`src/rtl/membus_arbiter_pkg.sv`:
```
// Shared bus widths and owner encoding for the memory-bus arbiter slice.
package eei;
  localparam int ADDR_WIDTH = 32;
  localparam int DATA_WIDTH = 32;
  localparam int MASK_WIDTH = DATA_WIDTH / 8;

  typedef logic [ADDR_WIDTH-1:0] Addr;
  typedef logic [DATA_WIDTH-1:0] Data;
  typedef logic [MASK_WIDTH-1:0] Mask;

  typedef enum logic {
    OWNER_I,
    OWNER_D
  } membus_owner_t;
endpackage

```
`src/rtl/membus_if.sv`:
```
// Valid/ready request channel with a separate rvalid response.
interface membus_if;
  import eei::*;

  logic valid;
  logic ready;
  Addr  addr;
  logic wen;
  Data  wdata;
  Mask  wmask;
  logic rvalid;
  Data  rdata;

  modport master (
    output valid, addr, wen, wdata, wmask,
    input  ready, rvalid, rdata
  );

  modport slave (
    input  valid, addr, wen, wdata, wmask,
    output ready, rvalid, rdata
  );
endinterface

```
`src/rtl/membus_rr_arb2.sv`:
```
// Two-way grant selection: a held lock wins, otherwise a single valid wins,
// otherwise ties go round-robin or to the data port.
module membus_rr_arb2
  import eei::*;
#(
  parameter bit RR_EN = 1'b1
) (
  input  logic          inst_valid,
  input  logic          data_valid,
  input  membus_owner_t last_grant,
  input  logic          lock,
  input  membus_owner_t lock_grant,
  output membus_owner_t grant
);
  always_comb begin
    grant = OWNER_I;
    if (lock) begin
      grant = lock_grant;
    end else if (inst_valid && data_valid) begin
      if (RR_EN) begin
        grant = (last_grant == OWNER_I) ? OWNER_D : OWNER_I;
      end else begin
        grant = OWNER_D;
      end
    end else if (data_valid) begin
      grant = OWNER_D;
    end
  end
endmodule

```
`src/rtl/membus_arbiter.sv`:
```
// Arbitrates instruction and load/store requesters onto one memory bus,
// allowing a single outstanding transaction and routing the response back.
module membus_arbiter
  import eei::*;
#(
  parameter bit RR_EN = 1'b1
) (
  input logic      clk,
  input logic      rst,
  membus_if.slave  i_membus,
  membus_if.slave  d_membus,
  membus_if.master m_membus
);
  localparam logic [0:0] IDLE = 1'b0;
  localparam logic [0:0] WAIT = 1'b1;

  logic [0:0]    state_reg, state_next;
  membus_owner_t owner_reg, owner_next;
  membus_owner_t last_grant_reg, last_grant_next;
  membus_owner_t lock_grant_reg, lock_grant_next;
  logic          lock_reg, lock_next;

  membus_owner_t grant;
  logic          granted_valid;
  logic          in_idle;
  logic          in_wait;
  logic          m_valid;
  logic          handshake;

  membus_rr_arb2 #(
    .RR_EN(RR_EN)
  ) u_arb (
    .inst_valid(i_membus.valid),
    .data_valid(d_membus.valid),
    .last_grant(last_grant_reg),
    .lock      (lock_reg),
    .lock_grant(lock_grant_reg),
    .grant     (grant)
  );

  // Gating with rst keeps every handshake output quiet while reset is held.
  always_comb begin
    in_idle       = (state_reg == IDLE) && rst;
    in_wait       = (state_reg == WAIT);
    granted_valid = (grant == OWNER_D) ? d_membus.valid : i_membus.valid;
    m_valid       = in_idle && granted_valid;
    handshake     = m_valid && m_membus.ready;
  end

  always_comb begin
    m_membus.valid = m_valid;
    m_membus.addr  = '0;
    m_membus.wen   = 1'b0;
    m_membus.wdata = '0;
    m_membus.wmask = '0;
    if (m_valid) begin
      if (grant == OWNER_D) begin
        m_membus.addr  = d_membus.addr;
        m_membus.wen   = d_membus.wen;
        m_membus.wdata = d_membus.wdata;
        m_membus.wmask = d_membus.wmask;
      end else begin
        m_membus.addr  = i_membus.addr;
        m_membus.wen   = i_membus.wen;
        m_membus.wdata = i_membus.wdata;
        m_membus.wmask = i_membus.wmask;
      end
    end

    i_membus.ready = in_idle && (grant == OWNER_I) && m_membus.ready;
    d_membus.ready = in_idle && (grant == OWNER_D) && m_membus.ready;

    i_membus.rvalid = in_wait && (owner_reg == OWNER_I) && m_membus.rvalid;
    d_membus.rvalid = in_wait && (owner_reg == OWNER_D) && m_membus.rvalid;
    i_membus.rdata  = (in_wait && (owner_reg == OWNER_I)) ? m_membus.rdata : '0;
    d_membus.rdata  = (in_wait && (owner_reg == OWNER_D)) ? m_membus.rdata : '0;
  end

  always_comb begin
    state_next      = state_reg;
    owner_next      = owner_reg;
    last_grant_next = last_grant_reg;
    lock_next       = lock_reg;
    lock_grant_next = lock_grant_reg;
    case (state_reg)
      IDLE: begin
        if (handshake) begin
          state_next      = WAIT;
          owner_next      = grant;
          last_grant_next = grant;
          lock_next       = 1'b0;
        end else begin
          // A stalled request pins the grant; a dropped valid lets it go.
          lock_next       = granted_valid && !m_membus.ready;
          lock_grant_next = grant;
        end
      end
      default: begin
        if (m_membus.rvalid) begin
          state_next = IDLE;
        end
      end
    endcase
  end

  always_ff @(posedge clk or negedge rst) begin
    if (!rst) begin
      state_reg      <= IDLE;
      owner_reg      <= OWNER_I;
      last_grant_reg <= OWNER_D;
      lock_reg       <= 1'b0;
      lock_grant_reg <= OWNER_I;
    end else begin
      state_reg      <= state_next;
      owner_reg      <= owner_next;
      last_grant_reg <= last_grant_next;
      lock_reg       <= lock_next;
      lock_grant_reg <= lock_grant_next;
    end
  end
endmodule

```
`src/flat_wrapper.sv`:
```
// flat-port wrapper written by rule: the top's interface ports become plain ports
module membus_arbiter_flat import eei::*;
#(
  parameter bit RR_EN = 1'b1
)
  (clk, rst, i_membus_valid, i_membus_addr, i_membus_wen, i_membus_wdata, i_membus_wmask, i_membus_ready, i_membus_rvalid, i_membus_rdata, d_membus_valid, d_membus_addr, d_membus_wen, d_membus_wdata, d_membus_wmask, d_membus_ready, d_membus_rvalid, d_membus_rdata, m_membus_valid, m_membus_addr, m_membus_wen, m_membus_wdata, m_membus_wmask, m_membus_ready, m_membus_rvalid, m_membus_rdata);
  membus_if i_membus_i ();
  membus_if d_membus_i ();
  membus_if m_membus_i ();
  input logic clk;
  input logic rst;
  input wire logic [$bits(i_membus_i.valid)-1:0] i_membus_valid;
  input wire logic [$bits(i_membus_i.addr)-1:0] i_membus_addr;
  input wire logic [$bits(i_membus_i.wen)-1:0] i_membus_wen;
  input wire logic [$bits(i_membus_i.wdata)-1:0] i_membus_wdata;
  input wire logic [$bits(i_membus_i.wmask)-1:0] i_membus_wmask;
  output wire logic [$bits(i_membus_i.ready)-1:0] i_membus_ready;
  output wire logic [$bits(i_membus_i.rvalid)-1:0] i_membus_rvalid;
  output wire logic [$bits(i_membus_i.rdata)-1:0] i_membus_rdata;
  input wire logic [$bits(d_membus_i.valid)-1:0] d_membus_valid;
  input wire logic [$bits(d_membus_i.addr)-1:0] d_membus_addr;
  input wire logic [$bits(d_membus_i.wen)-1:0] d_membus_wen;
  input wire logic [$bits(d_membus_i.wdata)-1:0] d_membus_wdata;
  input wire logic [$bits(d_membus_i.wmask)-1:0] d_membus_wmask;
  output wire logic [$bits(d_membus_i.ready)-1:0] d_membus_ready;
  output wire logic [$bits(d_membus_i.rvalid)-1:0] d_membus_rvalid;
  output wire logic [$bits(d_membus_i.rdata)-1:0] d_membus_rdata;
  output wire logic [$bits(m_membus_i.valid)-1:0] m_membus_valid;
  output wire logic [$bits(m_membus_i.addr)-1:0] m_membus_addr;
  output wire logic [$bits(m_membus_i.wen)-1:0] m_membus_wen;
  output wire logic [$bits(m_membus_i.wdata)-1:0] m_membus_wdata;
  output wire logic [$bits(m_membus_i.wmask)-1:0] m_membus_wmask;
  input wire logic [$bits(m_membus_i.ready)-1:0] m_membus_ready;
  input wire logic [$bits(m_membus_i.rvalid)-1:0] m_membus_rvalid;
  input wire logic [$bits(m_membus_i.rdata)-1:0] m_membus_rdata;
  assign i_membus_i.valid = i_membus_valid;
  assign i_membus_i.addr = i_membus_addr;
  assign i_membus_i.wen = i_membus_wen;
  assign i_membus_i.wdata = i_membus_wdata;
  assign i_membus_i.wmask = i_membus_wmask;
  assign i_membus_ready = i_membus_i.ready;
  assign i_membus_rvalid = i_membus_i.rvalid;
  assign i_membus_rdata = i_membus_i.rdata;
  assign d_membus_i.valid = d_membus_valid;
  assign d_membus_i.addr = d_membus_addr;
  assign d_membus_i.wen = d_membus_wen;
  assign d_membus_i.wdata = d_membus_wdata;
  assign d_membus_i.wmask = d_membus_wmask;
  assign d_membus_ready = d_membus_i.ready;
  assign d_membus_rvalid = d_membus_i.rvalid;
  assign d_membus_rdata = d_membus_i.rdata;
  assign m_membus_valid = m_membus_i.valid;
  assign m_membus_addr = m_membus_i.addr;
  assign m_membus_wen = m_membus_i.wen;
  assign m_membus_wdata = m_membus_i.wdata;
  assign m_membus_wmask = m_membus_i.wmask;
  assign m_membus_i.ready = m_membus_ready;
  assign m_membus_i.rvalid = m_membus_rvalid;
  assign m_membus_i.rdata = m_membus_rdata;
  membus_arbiter #(.RR_EN(RR_EN)) u_core (.clk(clk), .rst(rst), .i_membus(i_membus_i), .d_membus(d_membus_i), .m_membus(m_membus_i));
endmodule
```
`config.mk`:
```
export PLATFORM = sky130hd
export DESIGN_NAME = membus_arbiter_flat
export DESIGN_NICKNAME = d
export VERILOG_FILES = /design/src/rtl/membus_arbiter_pkg.sv /design/src/rtl/membus_if.sv /design/src/rtl/membus_rr_arb2.sv /design/src/rtl/membus_arbiter.sv /design/src/flat_wrapper.sv
export SDC_FILE = /design/constraint.sdc
export NUM_CORES = 1
export LEC_CHECK = 0
export CAP_MARGIN = 0
export CELL_PAD_IN_SITES_DETAIL_PLACEMENT = 1
export CELL_PAD_IN_SITES_GLOBAL_PLACEMENT = 2
export CORE_ASPECT_RATIO = 0.75
export CORE_MARGIN = 2
export CORE_UTILIZATION = 10
export DETAILED_ROUTE_END_ITERATION = 7
export PLACE_DENSITY_LB_ADDON = 0.1
export SLEW_MARGIN = 20
export SYNTH_ARGS = -nofsm -noshare
export SYNTH_HDL_FRONTEND = slang
export SYNTH_SLANG_ARGS = --single-unit
```
`constraint.sdc`:
```
create_clock -name clk -period 4.7 [get_ports clk]
set_input_delay 0.94 -clock clk [delete_from_list [all_inputs] [get_ports clk]]
set_output_delay 0.94 -clock clk [all_outputs]
set_load 0.05 [all_outputs]
```
==> results.md, run 1 <==
- The worst reg2reg path depth is 5.
- The slowest library cell on the worst path is clkdlybuf4s50_1.
- The number of cells traversed by the worst hold path is 2.
- The family with the most delay on the worst path is buffers and inverters.
- The first global-routing pass estimated 20600 um of wire.
- The I/O pin count is 314.
- The quantity of gates resized following cts is 0.
- In the synthesized netlist the dominant register cell turns out to be dfrtp_1.
- Global routing consumed, over all layers together, around an eighth of the routing resources.
- The count of antenna-violating nets left after detailed routing is 0.
- The most prevalent standard cell on the critical path is clkdlybuf4s50_1.
- Setup repair after global routing left no endpoint under its margin.
- The overall via count from detail_route is about 3500.
- After floorplanning, the core was divided into 45 placement rows.
- Dividing total power by cell area gives a power density of ~320 nW/um^2.
- The detail-routed via count per cell is 3.90.
- Synthesis produced 343 cells.
- The summed instance area of the synthesized netlist is between 2000 and 2500 um^2.
- In the routed design, unresolved DRC markers number 0.
- The max-slew violation count is 0.
- The clock network accounts for 7.5% of the total power.
- The count of distinct cell types in the synthesized netlist is 29.
- The net switching component of the power is approximately 1.1 mW.
- Yosys printed 0 warnings.
- After routing the design area is 5810 um^2.
- When the netlist entered floorplanning its net count stood at 519.
- Of all nets on the critical path, the largest fanout is 8.
- The initial antenna violation count is 1.
- The source of the worst register-to-register timing path is u_core.in_wait$_DFF_PN0_.
- The analysis attributes to cell leakage a power of roughly 2.3 nW.
- For the worst-skew pair, the clock arrives at the later sink with an insertion delay of 0.23 ns.
- IR analysis of the VDD net gives a maximum drop of 204 uV.
- The count of maximum capacitance violations is 0.
- The global-route congestion overflow total is 0.
- Each instance of the synthesized netlist takes up on average 5.90 um^2.
- CTS placed an instance of clkbuf_16 at the clock tree root.
- From synthesis to final layout, the design area changed by 187%.
- After clock tree synthesis, the clock-pin slew on the worst setup and hold paths is 0.03 ns.
- The worst hold path terminates at u_core.lock_reg$_DFFE_PN0N_.
- For this run, the top clock speed supported by timing is about 250 MHz.
- The total CTS buffers is 3.
- The area enclosed by the die boundary is 21400 um^2.
- The instance area at placement is about 5700 um^2.
- Measured along the x axis, the die boundary spans 168 um.
- The number of buffers and inverters on the critical path is 2.
- Leaving out fill and tap cells, the most frequent cell in the layout is clkdlybuf4s50_1.
- Setup violations remaining at the end of the flow were counted as 0.
- In this run, synthesis inferred 0 flip-flops with an integrated enable.
- Entering global routing, the biggest net connects 72 pins.
- The worst hold path belongs to the class reg2reg.
- The run finished with clean final reports.
- The sequential group share of total power is approximately 6.1%.
- In this run, synthesis produced a sequential element count of 5.
- For the pin with the worst max-slew slack, the measured transition is 0.971 ns.
- In the final timing run, aggregate negative setup slack is 0 ns.
- TritonCTS built the clock tree.
- The count of nets after finishing is 812.
- Leaving out fill and tap cells, the most frequent cells in the layout are 243 x clkdlybuf4s50_1, 142 x nand2_1, 59 x a21oi_2, 43 x buf_12.
- After the first detailed-routing iteration, the DRC count stood at 108.
- Sequential cells were found to cover 6.24% of the synthesized design area.
- Input and output buffers added on the ports amount to 313.
- Summed over all nets, the half-perimeter wirelength after detailed placement is 11200 um.
- The normalized max-slew margin is 35.2%.
- The final weighted congestion in routability-driven placement is 0.731.
- STA classifies the critical path startpoint as an input pin.
- The final count of hold timing violations is 0.
- The hold buffer count at CTS is 0.
- The post-CTS setup-driven buffer insertion count is 0.
- The clock net sink count is 5.
- The worst setup path is captured at an output pin.
- The slack of the worst reg-to-reg path is around 3.1 ns.
- The share of the cycle needed by the critical path after routing is 83.6%.
- The via count of the first global-routing pass is 3578.
- For this configuration, the core starts out at a cell density of 10.1%.
- The largest incremental delay on the critical path is about 0.86 ns.
- The first detailed-routing pass took 4 iterations.
- The async set or reset register ratio after synthesis is 100%.
- In the final layout, the share of cells above drive strength 1 is 23.0%.
- Cell internal power was estimated by the tool at 0.797 mW.
- The chip height is approximately 130 um.
- The total wire length after detailed routing is 13900 um.
- STA puts the critical path data required time at 3.76 ns.
- Counting the fill cells in the layout gives roughly 2400.
- The combinational share of power is between 80% and 90%.
- The origin of the worst min-delay path is u_core.lock_reg$_DFFE_PN0N_.
- The signal on the critical path passes through clkdlybuf4s50_1, nand3b_1, nor2_1, clkdlybuf4s50_1.
- CTS built an H-tree with a depth of 1.
- The routed design could run at a clock period as short as slightly below 4 ns.
- The fraction of power spent switching nets is 57.6%.
- Dividing the detail-routed wire length by the instance count gives between 15 and 20 um.
- The area inside the core boundary is 20000 um^2.
- The number of buffers on the longest clock path is 2.
- On the final layout, the worst clock skew is 0.00218 ns.
- In this run the critical register-to-register path is captured at u_core.last_grant_reg$_DFFE_PN1P_.
- The arrival time of the worst setup path is 2.99 ns.
- The worst setup path is of the in2out kind.
## cell usage after synthesis, drive strengths merged, types with 2 or more instances
library cell,number,area share (%)
nand2,142,26
a21oi,69,28
and2,34,11
and3,33,10
buf,23,7.6
clkbuf,9,1.7
nor2,5,0.93
dfrtp,4,4.9
inv,4,0.74
o21ai,3,0.93
nor3,2,0.49
o31ai,2,0.74
## per-layer routing
metal | routed length (um) | global-route usage, % | part of all wire [%] | vias to the layer above
met5 | 0 | 0 | 0 | -
met4 | 137 | 2.23 | 0.99 | 0
met3 | 858 | 2.45 | 6.2 | 7
met2 | 6930 | 22.1 | 50 | 149
met1 | 5970 | 14.8 | 43 | 1618
li1 | - | - | - | 1714
## worst max path at each step
stage / slack [ns] / cells after the start / start / end
after detailed placement: 0.70 / 4 / rst / d_membus_ready
after global routing: 0.58 / 4 / rst / d_membus_ready
after CTS: 0.70 / 4 / rst / d_membus_ready
after global placement: 0.71 / 4 / rst / d_membus_ready
after floorplan: 1.42 / 5 / i_membus_valid / m_membus_addr[0]
final: 0.77 / 4 / rst / i_membus_ready
## final cells by class
type,instances,area [um^2],share of cell area [%]
repair buffers,320,3550,61.1
multi-input cells,302,1720,29.5
well taps,258,323,5.56
flip-flops and latches,5,126,2.18
clock buffers,4,78.8,1.36
inverters,4,15.0,0.258
diodes,1,2.50,0.0431
## tightest hold or removal path, delay by kind of cell (launching register included)
family | cells | cell delay [ns]
DFF | 1 | 0.45
AOI/OAI and AO/OA | 1 | 0.06
and+or+nand+nor | 1 | 0.08
## cells by family after synthesis
family	synth area share [%]
simple gates	49.8
compound gates	33.9
flops	6.24
buf+inv	10.0
## metrics by stage
step                      power, mW  cells  util (%)  hold WS [ns]  setup WS (ns)
after detailed placement       1.76    889      28.6         0.627          0.698
after global routing           1.99    894      29.0         0.670          0.576
after global placement         1.75    889      28.6         0.622          0.710
after floorplan                1.09    343         -         0.565           1.42
after CTS                      1.91    893      29.0         0.635          0.698
final                          1.88    894      29.0         0.635          0.769
## power by group through the flow
stage	combinational [mW]	sequential (mW)	clock, mW
6_report	1.62	0.115	0.141
2_1_floorplan	1.01	0.0791	0
5_1_grt	1.72	0.123	0.147
3_5_place_dp	1.64	0.115	0
4_1_cts	1.65	0.114	0.143
3_3_place_gp	1.64	0.116	0
Power figures use the tool's default switching activity.
==> run 2, diff against run 1 <==
==> constraint.sdc (replaced) <==
create_clock -name clk -period 3.7 [get_ports clk]
set_input_delay 0.74 -clock clk [delete_from_list [all_inputs] [get_ports clk]]
set_output_delay 0.74 -clock clk [all_outputs]
set_load 0.05 [all_outputs]
==> results.md, run 2 (synthesis results as in run 1) <==
- Result of the run: finished clean (unchanged).
- The number of port buffers came to 313 (unchanged).
- The count of maximum capacitance violations came to 0 (unchanged).
- The class of the tightest hold or removal check is reg2reg (unchanged).
- The cell area power density is 407 nW/um^2 (was 323 nW/um^2).
- The internal power came to 1.23 mW (was 0.797 mW).
- The chip height came to 127 um (unchanged).
- The worst IR drop on VDD came to 130 uV (was 204 uV).
- The setup-violating endpoint count in the final report is 0 (unchanged).
- The initial antenna violation count is 0 (was 1).
- The clock skew came to 0.000882 ns (was 0.00218 ns).
- The root cell of the clock tree is clkbuf_16 (unchanged).
- The fraction of final layout cells with drive strength greater than 1 is 28.8% (was 23.0%).
- The number of H-tree levels is 1 (unchanged).
- The startpoint of the most critical setup path is i_membus_valid (was rst).
- The post-CTS setup-driven buffer insertion count is 0 (unchanged).
- The endpoint kind of the worst setup timing path was an output pin (unchanged).
- The wire length of the first global-routing pass came to 21800 um (was 20600 um).
- The total routing usage reported by global routing is 12.8% (was 12.1%).
- The starting density of the core is 10.1% (unchanged).
- The total CTS buffers is 3 (unchanged).
- The number of iterations in the first detailed-routing pass came to 4 (unchanged).
- The number of antenna repair diodes is 0 (was 1).
- The clock transition at the registers of the reported paths is 0.03 ns (about the same).
- The slack of the worst reg-to-reg path came to 1.64 ns (was 3.06 ns).
- The sort of element at the start of the critical path is an input pin (unchanged).
- The final count of hold timing violations is 0 (unchanged).
- The area inside the core boundary is 20000 um^2 (unchanged).
- The global-route congestion overflow total came to 0 (unchanged).
- The routed length per placed instance is 16.1 um (was 15.5 um).
- The via count of the first global-routing pass is 3737 (was 3578).
- The clock tree from TritonCTS is yes (unchanged).
- The normalized max-slew margin is 30.8% (was 35.2%).
- The transition at the pin with the smallest max-transition slack is 1.04 ns (was 0.971 ns).
- The half-perimeter wire length after detailed placement came to 12000 um (was 11200 um).
- The capturing element of the worst setup path is m_membus_addr[31] (was i_membus_ready).
- The overall via count from detail_route is 3493 (was 3488).
- The sequential group share of total power is 5.0% (was 6.1%).
- The hold buffer count at CTS is 0 (unchanged).
- The row count was 45 (unchanged).
- The minimum period implied by the final worst setup slack is 3.37 ns.
- The relative contribution of the clock network to total power came to 6.6% (was 7.5%).
- The count of nets after finishing is 815 (was 812).
- In the finished design, the share of the clock period the worst path needs comes to 91.0%.
- The detail-routed via count per cell came to 3.90 (about the same).
- Derived from the worst setup path, the maximum achievable clock frequency is ~300 MHz.
- The area growth from synthesis to layout is 223% (was 187%).
- The leakage power figure is 2.60 nW (was 2.34 nW).
- The iteration-0 DRC count of the detailed router was 91 (was 108).
- The total negative slack for setup checks is 0 ns (unchanged).
- The quantity of gates resized following cts is 0 (unchanged).
- The critical path required time is 2.96 ns (was 3.76 ns).
- The arrival time of the worst setup path was 2.63 ns (was 2.99 ns).
- The combinational share of power was 88.4% (was 86.4%).
- The largest net degree at the start of global routing is 71 (was 72).
- The highest fanout seen on the critical path was 25 (was 8).
- The I/O pin count is 314 (unchanged).
- The max-slew violation count is 0 (unchanged).
- The worst reg2reg path depth is 4 (was 5).
- The worst slack on hold paths came to 0.646 ns (was 0.635 ns).
- The number of cells in the finished layout apart from fillers was 896 (was 894).
- The source of the worst register-to-register timing path is u_core.in_wait$_DFF_PN0_ (unchanged).
- The clock net sink count is 5 (unchanged).
- The placed cell count came to 892 (was 889).
- Unrepaired setup endpoints after global routing: no (unchanged).
- The residual DRC count came to 0 (unchanged).
- The end of the worst register-to-register path is u_core.last_grant_reg$_DFFE_PN1P_ (unchanged).
- The area enclosed by the die boundary is 21400 um^2 (unchanged).
- The count of antenna-violating nets left after detailed routing came to 0 (unchanged).
- The total wire length after detailed routing is 14500 um (was 13900 um).
- The die span in x is 168 um (unchanged).
- The fraction of power spent switching nets is 53.7% (was 57.6%).
- The final weighted congestion in routability-driven placement was 0.742 (was 0.731).
- The start-to-end type of the worst setup path is in2out (unchanged).
- The number of buffers on the longest clock path came to 2 (unchanged).
- The final core area utilization is 32.6% (was 29.0%).
- Most used cells in the layout excluding fill and tap cells: 208 x clkdlybuf4s50_1, 142 x nand2_1, 106 x buf_12, 59 x a21oi_2, 34 x and2_1 (was 243 x clkdlybuf4s50_1, 142 x nand2_1, 59 x a21oi_2, 43 x buf_12).
- The net switching component of the power is 1.43 mW (was 1.08 mW).
- The most common library cell in the layout ignoring fill and taps is clkdlybuf4s50_1 (unchanged).
- The insertion delay to the later sink of the worst-skew pair came to 0.23 ns (about the same).
run 2: area by class of cell:
cell class,count,area [um^2]
Multi-Input combinational cell,302,1720
Tap cell,258,323
Timing Repair Buffer,323,4270
Sequential cell,5,126
Clock buffer,4,78.8
Inverter,4,15.0
Fill cell,2333,13500
run 2: per-stage QoR:
| stage | cell area (um^2) | total power [mW] | setup slack [ns] |
|---|---|---|---|
| after global routing | 6530 | 2.81 | 0.189 |
| after detailed placement | 6450 | 2.51 | 0.290 |
| after floorplan | 2020 | 1.38 | 0.819 |
| after global placement | 6450 | 2.49 | 0.350 |
| after CTS | 6530 | 2.70 | 0.273 |
| final | 6530 | 2.66 | 0.332 |
run 2: power by group through the flow:
stage	clock network, mW	logic (mW)	registers, mW
after global placement	0	2.36	0.129
final	0.177	2.35	0.132
after floorplan	0	1.28	0.101
after global routing	0.187	2.48	0.139
after CTS	0.180	2.39	0.131
after detailed placement	0	2.38	0.130
run 2: per-layer routing:
layer,routed length (um),vias up,track usage (%)
met5,0,-,0
met2,7370,148,23.7
met1,5960,1625,15.3
li1,-,1718,-
met4,49,0,1.52
met3,1080,2,3.38
run 2: worst min path at each step:
stage	startpoint	endpoint	slack [ns]	cells after the start
floorplan	rst	u_core.in_wait$_DFF_PN0_	0.44	0
global placement	u_core.lock_grant_reg$_DFFE_PN0P_	u_core.lock_grant_reg$_DFFE_PN0P_	0.61	2
detailed placement	u_core.lock_grant_reg$_DFFE_PN0P_	u_core.lock_grant_reg$_DFFE_PN0P_	0.62	2
CTS	u_core.lock_grant_reg$_DFFE_PN0P_	u_core.lock_grant_reg$_DFFE_PN0P_	0.63	2
global route	u_core.lock_grant_reg$_DFFE_PN0P_	u_core.lock_grant_reg$_DFFE_PN0P_	0.66	2
finish	u_core.lock_grant_reg$_DFFE_PN0P_	u_core.lock_grant_reg$_DFFE_PN0P_	0.65	2
run 2: worst max-delay path: stages:
cell,delay (ns)
clkdlybuf4s50_1,0.57
and2_1,0.23
o21a_2,0.36
buf_12,0.21
nand2_1,0.07
a21oi_1,0.25
buf_12,0.18
